$ cat config.mk
export PLATFORM = sky130hd
export DESIGN_NAME = tl_acquire_mshr_flat
export DESIGN_NICKNAME = d
export VERILOG_FILES = /design/src/rtl/tl_acquire_mshr_pkg.sv /design/src/rtl/tl_acquire_mshr_if.sv /design/src/rtl/tl_acquire_mshr.sv /design/src/flat_wrapper.sv
export SDC_FILE = /design/constraint.sdc
export NUM_CORES = 1
export LEC_CHECK = 0
export BUFFER_PORTS_ARGS = -buffer_cell sky130_fd_sc_hd__buf_2
export CAP_MARGIN = 20
export CORE_AREA = 2 2 148 150
export CTS_CLUSTER_DIAMETER = 150
export DETAILED_ROUTE_END_ITERATION = 8
export DIE_AREA = 0 0 150 152
export GPL_TIMING_DRIVEN = 0
export PLACE_DENSITY = 0.47
export SYNTH_ARGS = -nofsm -noshare
export SYNTH_HDL_FRONTEND = slang
export SYNTH_SLANG_ARGS = --single-unit
$ cat constraint.sdc
create_clock -name clock -period 1.6 [get_ports clock]
set_input_delay 0.32 -clock clock [delete_from_list [all_inputs] [get_ports clock]]
set_output_delay 0.32 -clock clock [all_outputs]
set_load 0.03 [all_outputs]
$ cat src/rtl/tl_acquire_mshr_pkg.sv
// Shared TileLink-C bundle constants, grow/cap/permission encodings and MSHR state type
// for the L1 data cache Acquire miss handler.
package tl_acquire_mshr_pkg;

    localparam int unsigned ADDR_W      = 32;
    localparam int unsigned DATA_W      = 128;
    localparam int unsigned SOURCE_W    = 3;
    localparam int unsigned SINK_W      = 4;
    localparam int unsigned SIZE_W      = 4;
    localparam int unsigned BLOCK_BYTES = 64;
    localparam int unsigned BEATS       = BLOCK_BYTES * 8 / DATA_W;
    localparam int unsigned BEAT_W      = (BEATS > 1) ? $clog2(BEATS) : 1;
    localparam int unsigned OFFSET_W    = $clog2(BLOCK_BYTES);

    localparam logic [SIZE_W-1:0] BLOCK_SIZE = SIZE_W'(OFFSET_W);

    localparam logic [2:0] OP_ACQUIRE_BLOCK = 3'd6;
    localparam logic [2:0] OP_ACQUIRE_PERM  = 3'd7;
    localparam logic [2:0] OP_GRANT         = 3'd4;
    localparam logic [2:0] OP_GRANT_DATA    = 3'd5;

    localparam logic [1:0] GROW_NTOB = 2'd0;
    localparam logic [1:0] GROW_NTOT = 2'd1;
    localparam logic [1:0] GROW_BTOT = 2'd2;

    localparam logic [1:0] CAP_TO_T = 2'd0;
    localparam logic [1:0] CAP_TO_B = 2'd1;
    localparam logic [1:0] CAP_TO_N = 2'd2;

    localparam logic [1:0] PERM_NOTHING = 2'd0;
    localparam logic [1:0] PERM_BRANCH  = 2'd1;
    localparam logic [1:0] PERM_TRUNK   = 2'd2;

    typedef enum logic [2:0] {
        StIdle,
        StSendA,
        StWaitD,
        StSendE,
        StResp
    } mshr_state_e;

    // Any error collapses the grant to Nothing regardless of the cap received.
    function automatic logic [1:0] grant_perm(input logic err, input logic [1:0] cap);
        if (err) begin
            return PERM_NOTHING;
        end
        case (cap)
            CAP_TO_T: return PERM_TRUNK;
            CAP_TO_B: return PERM_BRANCH;
            default:  return PERM_NOTHING;
        endcase
    endfunction

endpackage

$ cat src/rtl/tl_acquire_mshr_if.sv
// Cache request/response, TileLink A/D/E channels and refill write port of the Acquire MSHR.
// master is the MSHR side; slave is the cache pipeline plus interconnect side.
interface tl_acquire_mshr_if;
    import tl_acquire_mshr_pkg::*;

    logic                  req_valid;
    logic                  req_ready;
    logic [ADDR_W-1:0]     req_addr;
    logic [1:0]            req_grow;
    logic                  req_perm;

    logic                  a_valid;
    logic                  a_ready;
    logic [2:0]            a_opcode;
    logic [1:0]            a_param;
    logic [SIZE_W-1:0]     a_size;
    logic [SOURCE_W-1:0]   a_source;
    logic [ADDR_W-1:0]     a_address;
    logic [DATA_W/8-1:0]   a_mask;

    logic                  d_valid;
    logic                  d_ready;
    logic [2:0]            d_opcode;
    logic [1:0]            d_param;
    logic [SOURCE_W-1:0]   d_source;
    logic [SINK_W-1:0]     d_sink;
    logic                  d_denied;
    logic [DATA_W-1:0]     d_data;

    logic                  refill_valid;
    logic [BEAT_W-1:0]     refill_beat;
    logic [DATA_W-1:0]     refill_data;

    logic                  e_valid;
    logic                  e_ready;
    logic [SINK_W-1:0]     e_sink;

    logic                  resp_valid;
    logic                  resp_ready;
    logic [1:0]            resp_perm;
    logic                  resp_err;

    modport master (
        input  req_valid, req_addr, req_grow, req_perm,
        output req_ready,
        output a_valid, a_opcode, a_param, a_size, a_source, a_address, a_mask,
        input  a_ready,
        input  d_valid, d_opcode, d_param, d_source, d_sink, d_denied, d_data,
        output d_ready,
        output refill_valid, refill_beat, refill_data,
        output e_valid, e_sink,
        input  e_ready,
        output resp_valid, resp_perm, resp_err,
        input  resp_ready
    );

    modport slave (
        output req_valid, req_addr, req_grow, req_perm,
        input  req_ready,
        input  a_valid, a_opcode, a_param, a_size, a_source, a_address, a_mask,
        output a_ready,
        output d_valid, d_opcode, d_param, d_source, d_sink, d_denied, d_data,
        input  d_ready,
        input  refill_valid, refill_beat, refill_data,
        input  e_valid, e_sink,
        output e_ready,
        input  resp_valid, resp_perm, resp_err,
        output resp_ready
    );

endinterface

$ cat src/rtl/tl_acquire_mshr.sv
// Single-entry TileLink-C Acquire miss handler: Acquire on A, Grant/GrantData on D with
// streamed refill beats, GrantAck on E, then a held permission response to the cache.
module tl_acquire_mshr
    import tl_acquire_mshr_pkg::*;
#(
    parameter int unsigned SOURCE_ID = 0
) (
    input  logic              clock,
    input  logic              reset_n,
    tl_acquire_mshr_if.master bus
);

    localparam logic [SOURCE_W-1:0] SRC         = SOURCE_W'(SOURCE_ID);
    localparam logic [BEAT_W-1:0]   LAST_BEAT   = BEAT_W'(BEATS - 1);

    mshr_state_e          state_q;
    logic                 req_ready_q;
    logic                 a_valid_q;
    logic                 e_valid_q;
    logic                 resp_valid_q;
    logic                 resp_err_q;
    logic [1:0]           resp_perm_q;
    logic [ADDR_W-1:0]    addr_q;
    logic [1:0]           grow_q;
    logic                 perm_q;
    logic [SINK_W-1:0]    sink_q;
    logic [1:0]           cap_q;
    logic                 err_q;
    logic [BEAT_W-1:0]    beat_q;

    logic d_accept;
    logic d_fire;
    logic d_last;
    logic d_mismatch;

    // Beats for other sources are left on the channel for their owner.
    assign d_accept   = (state_q == StWaitD) && (bus.d_source == SRC);
    assign d_fire     = bus.d_valid && d_accept;
    assign d_last     = (bus.d_opcode != OP_GRANT_DATA) || (beat_q == LAST_BEAT);
    assign d_mismatch = perm_q ? (bus.d_opcode != OP_GRANT) : (bus.d_opcode != OP_GRANT_DATA);

    always_ff @(posedge clock or negedge reset_n) begin
        if (!reset_n) begin
            state_q      <= StIdle;
            req_ready_q  <= 1'b1;
            a_valid_q    <= 1'b0;
            e_valid_q    <= 1'b0;
            resp_valid_q <= 1'b0;
            resp_err_q   <= 1'b0;
            resp_perm_q  <= PERM_NOTHING;
            addr_q       <= '0;
            grow_q       <= '0;
            perm_q       <= 1'b0;
            sink_q       <= '0;
            cap_q        <= '0;
            err_q        <= 1'b0;
            beat_q       <= '0;
        end else begin
            unique case (state_q)
                StIdle: begin
                    if (bus.req_valid) begin
                        addr_q      <= {bus.req_addr[ADDR_W-1:OFFSET_W], {OFFSET_W{1'b0}}};
                        grow_q      <= bus.req_grow;
                        perm_q      <= bus.req_perm;
                        err_q       <= 1'b0;
                        beat_q      <= '0;
                        req_ready_q <= 1'b0;
                        a_valid_q   <= 1'b1;
                        state_q     <= StSendA;
                    end
                end
                StSendA: begin
                    if (bus.a_ready) begin
                        a_valid_q <= 1'b0;
                        state_q   <= StWaitD;
                    end
                end
                StWaitD: begin
                    if (d_fire) begin
                        if (d_last) begin
                            sink_q    <= bus.d_sink;
                            cap_q     <= bus.d_param;
                            err_q     <= err_q | bus.d_denied | d_mismatch
                                       | (bus.d_param == CAP_TO_N);
                            beat_q    <= '0;
                            e_valid_q <= 1'b1;
                            state_q   <= StSendE;
                        end else begin
                            err_q  <= err_q | bus.d_denied;
                            beat_q <= beat_q + 1'b1;
                        end
                    end
                end
                StSendE: begin
                    if (bus.e_ready) begin
                        e_valid_q    <= 1'b0;
                        resp_valid_q <= 1'b1;
                        resp_err_q   <= err_q;
                        resp_perm_q  <= grant_perm(err_q, cap_q);
                        state_q      <= StResp;
                    end
                end
                StResp: begin
                    if (bus.resp_ready) begin
                        resp_valid_q <= 1'b0;
                        resp_err_q   <= 1'b0;
                        err_q        <= 1'b0;
                        req_ready_q  <= 1'b1;
                        state_q      <= StIdle;
                    end
                end
                default: state_q <= StIdle;
            endcase
        end
    end

    assign bus.req_ready = req_ready_q;

    assign bus.a_valid   = a_valid_q;
    assign bus.a_opcode  = perm_q ? OP_ACQUIRE_PERM : OP_ACQUIRE_BLOCK;
    assign bus.a_param   = grow_q;
    assign bus.a_size    = BLOCK_SIZE;
    assign bus.a_source  = SRC;
    assign bus.a_address = addr_q;
    assign bus.a_mask    = '1;

    assign bus.d_ready   = d_accept;

    // A denied beat poisons itself and every later beat of the block.
    assign bus.refill_valid = d_fire && (bus.d_opcode == OP_GRANT_DATA) && !perm_q
                              && !err_q && !bus.d_denied;
    assign bus.refill_beat  = beat_q;
    assign bus.refill_data  = bus.d_data;

    assign bus.e_valid    = e_valid_q;
    assign bus.e_sink     = sink_q;

    assign bus.resp_valid = resp_valid_q;
    assign bus.resp_perm  = resp_perm_q;
    assign bus.resp_err   = resp_err_q;

endmodule
$ cat src/flat_wrapper.sv
// flat-port wrapper written by rule: the top's interface ports become plain ports
module tl_acquire_mshr_flat import tl_acquire_mshr_pkg::*;
#(
    parameter int unsigned SOURCE_ID = 0
)
  (clock, reset_n, bus_req_valid, bus_req_addr, bus_req_grow, bus_req_perm, bus_req_ready, bus_a_valid, bus_a_opcode, bus_a_param, bus_a_size, bus_a_source, bus_a_address, bus_a_mask, bus_a_ready, bus_d_valid, bus_d_opcode, bus_d_param, bus_d_source, bus_d_sink, bus_d_denied, bus_d_data, bus_d_ready, bus_refill_valid, bus_refill_beat, bus_refill_data, bus_e_valid, bus_e_sink, bus_e_ready, bus_resp_valid, bus_resp_perm, bus_resp_err, bus_resp_ready);
  tl_acquire_mshr_if bus_i ();
  input  logic clock;
  input  logic reset_n;
  input wire logic [$bits(bus_i.req_valid)-1:0] bus_req_valid;
  input wire logic [$bits(bus_i.req_addr)-1:0] bus_req_addr;
  input wire logic [$bits(bus_i.req_grow)-1:0] bus_req_grow;
  input wire logic [$bits(bus_i.req_perm)-1:0] bus_req_perm;
  output wire logic [$bits(bus_i.req_ready)-1:0] bus_req_ready;
  output wire logic [$bits(bus_i.a_valid)-1:0] bus_a_valid;
  output wire logic [$bits(bus_i.a_opcode)-1:0] bus_a_opcode;
  output wire logic [$bits(bus_i.a_param)-1:0] bus_a_param;
  output wire logic [$bits(bus_i.a_size)-1:0] bus_a_size;
  output wire logic [$bits(bus_i.a_source)-1:0] bus_a_source;
  output wire logic [$bits(bus_i.a_address)-1:0] bus_a_address;
  output wire logic [$bits(bus_i.a_mask)-1:0] bus_a_mask;
  input wire logic [$bits(bus_i.a_ready)-1:0] bus_a_ready;
  input wire logic [$bits(bus_i.d_valid)-1:0] bus_d_valid;
  input wire logic [$bits(bus_i.d_opcode)-1:0] bus_d_opcode;
  input wire logic [$bits(bus_i.d_param)-1:0] bus_d_param;
  input wire logic [$bits(bus_i.d_source)-1:0] bus_d_source;
  input wire logic [$bits(bus_i.d_sink)-1:0] bus_d_sink;
  input wire logic [$bits(bus_i.d_denied)-1:0] bus_d_denied;
  input wire logic [$bits(bus_i.d_data)-1:0] bus_d_data;
  output wire logic [$bits(bus_i.d_ready)-1:0] bus_d_ready;
  output wire logic [$bits(bus_i.refill_valid)-1:0] bus_refill_valid;
  output wire logic [$bits(bus_i.refill_beat)-1:0] bus_refill_beat;
  output wire logic [$bits(bus_i.refill_data)-1:0] bus_refill_data;
  output wire logic [$bits(bus_i.e_valid)-1:0] bus_e_valid;
  output wire logic [$bits(bus_i.e_sink)-1:0] bus_e_sink;
  input wire logic [$bits(bus_i.e_ready)-1:0] bus_e_ready;
  output wire logic [$bits(bus_i.resp_valid)-1:0] bus_resp_valid;
  output wire logic [$bits(bus_i.resp_perm)-1:0] bus_resp_perm;
  output wire logic [$bits(bus_i.resp_err)-1:0] bus_resp_err;
  input wire logic [$bits(bus_i.resp_ready)-1:0] bus_resp_ready;
  assign bus_i.req_valid = bus_req_valid;
  assign bus_i.req_addr = bus_req_addr;
  assign bus_i.req_grow = bus_req_grow;
  assign bus_i.req_perm = bus_req_perm;
  assign bus_req_ready = bus_i.req_ready;
  assign bus_a_valid = bus_i.a_valid;
  assign bus_a_opcode = bus_i.a_opcode;
  assign bus_a_param = bus_i.a_param;
  assign bus_a_size = bus_i.a_size;
  assign bus_a_source = bus_i.a_source;
  assign bus_a_address = bus_i.a_address;
  assign bus_a_mask = bus_i.a_mask;
  assign bus_i.a_ready = bus_a_ready;
  assign bus_i.d_valid = bus_d_valid;
  assign bus_i.d_opcode = bus_d_opcode;
  assign bus_i.d_param = bus_d_param;
  assign bus_i.d_source = bus_d_source;
  assign bus_i.d_sink = bus_d_sink;
  assign bus_i.d_denied = bus_d_denied;
  assign bus_i.d_data = bus_d_data;
  assign bus_d_ready = bus_i.d_ready;
  assign bus_refill_valid = bus_i.refill_valid;
  assign bus_refill_beat = bus_i.refill_beat;
  assign bus_refill_data = bus_i.refill_data;
  assign bus_e_valid = bus_i.e_valid;
  assign bus_e_sink = bus_i.e_sink;
  assign bus_i.e_ready = bus_e_ready;
  assign bus_resp_valid = bus_i.resp_valid;
  assign bus_resp_perm = bus_i.resp_perm;
  assign bus_resp_err = bus_i.resp_err;
  assign bus_i.resp_ready = bus_resp_ready;
  tl_acquire_mshr #(.SOURCE_ID(SOURCE_ID)) u_core (.clock(clock), .reset_n(reset_n), .bus(bus_i));
endmodule
==> reports/results.ini <==
[run_status]
outcome = complete, but fails checks
violations = setup timing

[power_and_ir_drop]
finalPower_uw = 7811
switching_share_pct = 46.28
p_seq_share_pct = 27.8
leakage_uw = 0.003083
p_int_uw = 4196
clkPwrFrac_pct = 16.8
power_frac_comb_pct = 55.4
power.switching_uw = 3615
vdd_drop_max_uv = 479.3
powerDensity_mw_per_mm2 = 1421

[clock_tree]
cts_tree = done
cts_sinks = 48
clock_latency_ps = 300
clock_path_buffers = 2
cts_buffers = 5
cts-root-buf = clkbuf_16
cts_htree_levels = 2
path_clk_slew_ps = 80

[setup_path]
slowest_delay_ps = 370
start_kind = register
path_cells = buf_6 -> nor3b_4 -> buf_6 -> nor4b_4 -> buf_6
crit_family = buffers and inverters
cpMaxStageDelayCell = dfrtp_1
critPathCaptureType = output pin
critPathBufInv = 3
crit_top_cell = buf_6
critical_path_class = reg2out
cp.required_ps = 1280
path_max_fanout = 3
critPathArrivalTime_ps = 1520

[global_route]
grt_pass1_wl_um = 15630
grt_max_degree = 35
first_global_vias = 2741
track_usage_pct = 9.005
overflow = 0
antenna_found_initial = 0

[detailed_routing]
wl_per_cell_um = 12.38
drt_pass1_iterations = 4
routed_wl_um = 11450
first_iter_violations = 79
drc = 0
vias = 3099
drt.antenna.violating_nets = 0
via_per_inst = 3.350

[placed_design]
hpwlAfterDp_um = 9351
dp_slack_ps = -360.8
dpl-instance-area_mm2 = 0.004891
portBuffers = 220
finalWeightedCongestion = 0.6465
dp_cells = 904

[finish]
seqCellArea_mm2 = 0.001205
fin_area_mm2 = 0.005498
final_common_cell = buf_2
multi_input_area_mm2 = 0.001141
diodes = 0
fillers = 2339
final_cell_mix = buf_2, buf_4, nand2_1, dfrtp_1, conb_1
syn_to_final_growth_pct = 67.01
layoutNonFillerInstCount = 925
nets = 828
drive_gt1_share_pct = 72.87

[die]
die-width_um = 150
start_util_pct = 15.42
ioPinCount = 386
die-area_mm2 = 0.02280
rows = 54
core_area_mm2 = 0.02135
die_y_um = 152

[hold_path]
hp-class = in2reg

[synthesis]
synthFlopType = dfrtp_1
yosysWarnings = 0
ys_seq_elements = 48
avgSynthCellArea_um2 = 8.802
synthArstFlopShare_pct = 100.0
yosysSeqAreaShare_pct = 36.53
ys_types = 41
syn-cell-area_mm2 = 0.003292
synthCells = 374
synth_enable_flop_cells = 0

[timing]
setup_viol = 26
period_share_pct = 114.9
fin_skew_ps = 8.109
worstMarginPinSlew_ps = 693.3
drv_slew = 0
setup_slack_ps = -238.0
max-slew-margin-rel_pct = 53.59
setup-tns-final_ps = -2480
finalCriticalPeriod_ps = 1838
fmax_ghz = 0.5441
hold_viol = 0
rsz0062_at_grt = true

[flow_run]
cap_violations = 0

final timing paths:
check | slack, ps | cells past startpoint | endpoint | startpoint
worst max-delay path | -240 | 5 | bus_d_ready | u_core.state_q[2]
worst min-delay path | 210 | 3 | u_core.bus.a_address[15] | bus_req_addr[15]
worst max register to register | -110 | 7 | u_core.bus.a_param[0] | u_core.state_q[2]
worst min register to register | 480 | 2 | u_core.bus.a_address[16] | u_core.bus.a_address[16]
max in group asynchronous | 580 | 3 | u_core.state_q[0] | reset_n
min in group asynchronous | 470 | 2 | u_core.bus.e_sink[1] | reset_n
state kept, by name (all words and copies together), names as in the netlist, 2 cells and up:
name and flops:
u_core.bus.a_address 26, u_core.bus.a_param 2, u_core.bus.e_sink 4, u_core.bus.refill_beat 2
u_core.bus.resp_perm 2, u_core.cap_q 2, u_core.state_q 3
repair_timing:
| item | CTS | global route |
|---|---|---|
| setup endpoints to repair | 39 | 44 |
| hold endpoints to repair | 13 | 0 |
| gates cloned | 0 | 3 |
| hold buffers | 1 | 0 |
| gates resized for setup | 10 | 71 |
| setup buffers | 5 | 4 |
| pin swaps | 2 | 53 |
tightest hold or removal path, cell delays in order:
cell     delay [ps]
buf_2            70
nand2_1          40
nand2_1          50
power groups by stage:
stage | registers (µW) | logic (µW) | clock network (µW)
after CTS | 2060 | 3830 | 1370
final | 2170 | 4330 | 1310
after floorplan | 2940 | 1710 | 0
after global placement | 2050 | 3710 | 0
after global routing | 2260 | 4650 | 1420
after detailed placement | 2070 | 3710 | 0
per-layer routing:
layer	track usage (%)	part of all wire (%)	up-vias
met5	0	0	-
met4	1.752	0.76	0
met3	2.883	9.6	8
met2	17.07	54	182
met1	9.668	36	1377
li1	-	-	1532
per-stage QoR:
| stage | hold slack, ps | utilization, % |
|---|---|---|
| final | 206.9 | 25.75 |
| after global routing | 207.0 | 25.75 |
| after CTS | 189.4 | 24.12 |
| after detailed placement | 270.9 | 22.91 |
| after global placement | 453.5 | 22.81 |
| after floorplan | 24.41 | - |
kinds of logic after synthesis:
kind of cell / count (synthesis) / share of synthesized area [%]
XOR/XNOR: 1 / 0.2661
buffers and inverters: 176 / 39.15
AO/OA/AOI/OAI: 20 / 4.296
flip-flops: 48 / 36.53
multiplexers: 7 / 2.356
other: 2 / 0.2281
AND/OR/NAND/NOR: 119 / 16.80
adder cells (fa/ha/maj): 1 / 0.3800
cell type report:
class / count / area share, %
Timing Repair Buffer: 234 / 23.83
Clock buffer: 6 / 2.526
Buffer: 169 / 23.42
Multi-Input combinational cell: 179 / 20.76
Clock inverter: 2 / 0.7055
Tap cell: 280 / 6.372
Inverter: 7 / 0.4779
Sequential cell: 48 / 21.92
synthesized netlist by cell type (2+ instances only):
cell,instances,area share [%]
o31ai_1,2,0.46
nand2_1,96,11
nand3b_1,2,0.46
nand4b_1,2,0.53
buf_4,160,36
inv_1,7,0.80
nand2b_1,2,0.38
buf_6,3,1.0
o21ai_0,2,0.30
nor4b_1,2,0.53
buf_2,4,0.61
conb_1,2,0.23
nor2_1,4,0.46
clkbuf_1,2,0.23
o2bb2ai_1,3,0.80
o41ai_1,2,0.53
dfrtp_1,47,36
a21oi_1,4,0.61
mux2_2,6,2.1
Power figures use the tool's default switching activity.
